`config.mk`:
```
export PLATFORM = sky130hd
export DESIGN_NAME = sumador_serie
export DESIGN_NICKNAME = d
export VERILOG_FILES = /design/src/rtl/sumador_serie.sv
export SDC_FILE = /design/constraint.sdc
export NUM_CORES = 1
export LEC_CHECK = 0
export ABC_AREA = 0
export CORE_MARGIN = 2
export CORE_UTILIZATION = 51
export DETAILED_ROUTE_END_ITERATION = 12
export PLACE_DENSITY = 0.77
export SLEW_MARGIN = 40
export SYNTH_ARGS = -nofsm -noshare
export SYNTH_HDL_FRONTEND = slang
export SYNTH_SLANG_ARGS = --single-unit
```
`constraint.sdc`:
```
create_clock -name clk -period 1.75 [get_ports clk]
set_clock_uncertainty 0.05 [all_clocks]
set_input_delay 0.175 -clock clk [delete_from_list [all_inputs] [get_ports clk]]
set_output_delay 0.175 -clock clk [all_outputs]
set_load 0.005 [all_outputs]
```
`src/rtl/sumador_serie.sv`:
```
// rtl/sumador_serie.sv - digit-serial WIDTH-bit adder, DIGIT bits per clock, start/busy/done handshake
// Optional subtract mode: define SUMADOR_SERIE_SUB_EN to add the sub port (a - b - cin).
module sumador_serie #(
  parameter int WIDTH = 8,
  parameter int DIGIT = 1
) (
  input  logic             clk,
  input  logic             rst_n,
  input  logic             start,
  input  logic [WIDTH-1:0] a,
  input  logic [WIDTH-1:0] b,
  input  logic             cin,
`ifdef SUMADOR_SERIE_SUB_EN
  input  logic             sub,
`endif
  output logic             busy,
  output logic             done,
  output logic [WIDTH-1:0] sum,
  output logic             cout
);

  localparam int STEPS = WIDTH / DIGIT;
  localparam int CW    = $clog2(STEPS) + 1;

  generate
    if (WIDTH < 1 || DIGIT < 1 || DIGIT > WIDTH || (WIDTH % DIGIT) != 0) begin : g_bad_params
      $error("sumador_serie: need 1 <= DIGIT <= WIDTH and WIDTH %% DIGIT == 0");
    end
  endgenerate

  typedef enum logic [1:0] {
    S_IDLE = 2'd0,
    S_RUN  = 2'd1,
    S_DONE = 2'd2
  } state_t;

  state_t state, state_nxt;

  logic [WIDTH-1:0] a_sh;
  logic [WIDTH-1:0] b_sh;
  logic [WIDTH-1:0] res;
  logic [WIDTH-1:0] res_nxt;
  logic             carry;
  logic [CW-1:0]    cnt;
  logic [DIGIT:0]   digit_sum;
  logic             accept;
  logic             last_step;
  logic [WIDTH-1:0] b_load;
  logic             c_load;

`ifdef SUMADOR_SERIE_SUB_EN
  // Subtraction as a + ~b + ~cin; the final carry is then NOT borrow.
  assign b_load = sub ? ~b : b;
  assign c_load = sub ? ~cin : cin;
`else
  assign b_load = b;
  assign c_load = cin;
`endif

  assign accept    = start && (state != S_RUN);
  assign last_step = (cnt == CW'(STEPS - 1));
  assign digit_sum = {1'b0, a_sh[DIGIT-1:0]} + {1'b0, b_sh[DIGIT-1:0]} + {{DIGIT{1'b0}}, carry};
  // New digit enters from the MSB so the LSB digit ends up at bit 0 after STEPS shifts.
  assign res_nxt   = (res >> DIGIT) | (WIDTH'(digit_sum[DIGIT-1:0]) << (WIDTH - DIGIT));

  assign busy = (state == S_RUN);
  assign done = (state == S_DONE);

  always_ff @(posedge clk) begin
    if (!rst_n) begin
      state <= S_IDLE;
    end else begin
      state <= state_nxt;
    end
  end

  always_comb begin
    state_nxt = state;
    case (state)
      S_IDLE:  if (start) state_nxt = S_RUN;
      S_RUN:   if (last_step) state_nxt = S_DONE;
      S_DONE:  state_nxt = start ? S_RUN : S_IDLE;
      default: state_nxt = S_IDLE;
    endcase
  end

  always_ff @(posedge clk) begin
    if (!rst_n) begin
      a_sh  <= '0;
      b_sh  <= '0;
      res   <= '0;
      carry <= 1'b0;
      cnt   <= '0;
      sum   <= '0;
      cout  <= 1'b0;
    end else if (accept) begin
      a_sh  <= a;
      b_sh  <= b_load;
      carry <= c_load;
      res   <= '0;
      cnt   <= '0;
    end else if (state == S_RUN) begin
      a_sh  <= a_sh >> DIGIT;
      b_sh  <= b_sh >> DIGIT;
      carry <= digit_sum[DIGIT];
      res   <= res_nxt;
      cnt   <= cnt + CW'(1);
      if (last_step) begin
        sum  <= res_nxt;
        cout <= digit_sum[DIGIT];
      end
    end
  end

endmodule

```
==> impl_metrics.toml <==
[critical_path]
path_max_fanout = 3
worstPathArrival_ps = 1460
critical_path.startpoint = "state[1]"
crit_type = "register to primary output"
r2r-start = "state[1]"
cp.required_ps = 1520
startpoint_type = "register"
end_kind = "primary output"

[floorplanning]
rows = 20
io_pins = 31
die_w_um = 61.0
start_util_pct = 53.8
coreArea_um2 = 3080
die_y_um = 61.0
dieArea_um2 = 3720

[clock_network]
clock_latency_ps = 350
root_buffer = "clkbuf_4"
h-tree-depth = 2
cts.sinks = 39
cts_tree = "yes"
clk_pin_slew_worst_paths_ps = 110
clk_path_buf_depth = 2
numCtsBuffers = 5
cts_hold_buf = 0

[timing]
rsz0062_at_grt = "no"
max_slew_margin_pct = 76.0
setup-tns-final_ps = 0
setup_viol_count_final = 0
fmax_mhz = 594
worstMarginPinSlew_ps = 360
hold_violations = 0
final-max-slew-violation-count = 0
period_minus_slack_ps = 1680
fin_crit_sh_pct = 96.2

[run_status]
run_status = "completed"

[layout]
final_util_pct = 67.4
fill_cells = 270
nNetsFinal = 229
seqCellArea_um2 = 782
area_growth_pct = 25.3
layout-drive-gt1-share_pct = 9.62
multi_input_area_um2 = 802
antenna_cells = 0

[logic_synthesis]
yosys.area_share.adder_pct = 1.96
synth_nets = 197
yosysUniqueCellTypes = 25
yosys.area_share.simple_pct = 16.2
syn-instance-count = 175
yosysWarnings = 0
synth_compound_area_share_pct = 13.3
syn_area_per_cell_um2 = 9.47
synth_top_area_share_pct = 47.1
synth_area_leaders = "dfxtp_1 (47%), mux2i_1 (16%), nand2_1 (12%), o211a_1 (9.1%), a21oi_1 (2.4%)"
synth_top_area_cell = "dfxtp_1"
synth_area_um2 = 1660
synth_mux_area_share_pct = 15.7
ys_seq_elements = 39
seq_area_frac_synth_pct = 47.1
synth_top_family_by_area = "simple AND/OR/NAND/NOR gates"
synth_xor_area_share_pct = 1.06

[route]
drc = 0
ant_nets = 0
routed_via_density = 5.12
wl_per_cell_um = 12.2
drt-pass1-iter-count = 4
drt-total-wl_um = 3070
drt_iter0_drc = 49
dr_total_vias = 1289

[grt]
antenna_found_initial = 0
grt_pass1_vias = 1236
grt_pass1_wl_um = 5130
grt_max_degree = 19
overflow = 0
grt_use_total_pct = 19.2

[place]
post-dp-hpwl_um = 2310
port-buffer-count = 30
place_congestion = 0.740

[power]
ir_drop_v = 0.000536
power_density_nw_per_um2 = 784
power.leakage_nw = 0.919

[run]
drv_cap = 0

[worst_hold_path]
min_path_type = "input pin to register"
worstHoldStart = "a[7]"
[path summary, 6_finish.rpt]
kind / cells past startpoint / slack [ps] / end
setup / recovery: 3 / 70 / busy
hold / removal: 3 / 390 / a_sh[7]
setup reg to reg: 4 / 270 / cnt[3]
hold reg to reg: 2 / 410 / sum[6]
[layer usage]
metal  routed length, µm  global-route usage [%]  share of wire, %  vias to the layer above
met3                 140                    5.12               4.6                        7
met2                1460                    33.6                47                       28
met5                   0                       0                 0                        -
li1                    -                       -                 -                      655
met1                1420                    21.3                46                      599
met4                  59                    9.32               1.9                        0
[placed cells by master, fill, tap and decap left out, types with 4 or more instances in the layout]
cell type,synthesis,final
nand2_1,51,51
mux2i_1,26,26
dfxtp_1,39,38
o211a_1,15,15
a21oi_1,8,8
buf_4,1,7
nor2_1,4,4
clkdlybuf4s50_1,0,30
clkbuf_4,0,5
[sequential cells by signal, summed over array words and instances (netlist names)]
| register | count |
|---|---|
| a_sh | 8 |
| b_sh | 8 |
| sum | 8 |
| res | 7 |
| cnt | 4 |
| state | 2 |
| carry | 1 |
| cout | 1 |
[metrics by stage]
stage	instances	hold WS (ps)	power [mW]	setup WS (ps)	cell area (µm²)
floorplan	175	272	1.12	482	1660
global placement	243	391	1.19	314	2010
detailed placement	243	399	1.21	274	2010
CTS	252	386	1.64	48.8	2070
global route	252	415	1.71	1.13	2080
finish	252	391	1.63	66.9	2080
[area by class of cell]
cell class | instances | area share (%)
Sequential cell | 39 | 37.7
Multi-Input combinational cell | 120 | 38.6
Clock buffer | 7 | 2.17
Clock inverter | 1 | 0.241
Tap cell | 44 | 2.65
Inverter | 3 | 0.663
Timing Repair Buffer | 38 | 18.0
[cells by family (layout without fill, tap and decap cells)]
kind of cell,count (synthesis),in the layout
flops,39,39
xor+xnor,2,2
fa+ha+maj,2,2
compound gates,27,27
mux,26,26
buf+inv,16,49
simple gates,63,63
[cell usage after synthesis]
cell	count
nand2_1	51
dfxtp_1	39
mux2i_1	26
o211a_1	15
a21oi_1	8
clkbuf_1	7
buf_2	4
nor2_1	4
inv_1	2
nand3b_1	2
nor2b_1	2
xnor2_1	2
a21oi_2	1
a2bb2oi_1	1
and2_1	1
buf_4	1
buf_6	1
fa_1	1
ha_1	1
inv_2	1
nand2b_1	1
nor2_4	1
o21ai_1	1
o31ai_1	1
or4_4	1
[worst max-delay path, stage by stage, from the launching register on]
cell,delay [ps]
dfxtp_2,350
nand2b_2,210
inv_4,70
clkdlybuf4s50_1,490
[where the power goes]
group / leakage [nW] / internal, mW / switching, mW / total [mW]
clock: 0.0293 / 0.157 / 0.281 / 0.437
combinational: 0.571 / 0.126 / 0.108 / 0.234
sequential: 0.319 / 0.929 / 0.0270 / 0.956
[repair_timing]
| item | in CTS | in global routing |
|---|---|---|
| setup endpoints to repair | 1 | 1 |
| cloned | 0 | 0 |
| resized for setup | 1 | 2 |
| setup buffers | 1 | 0 |
Note: power is estimated with default switching activity, not from simulation.
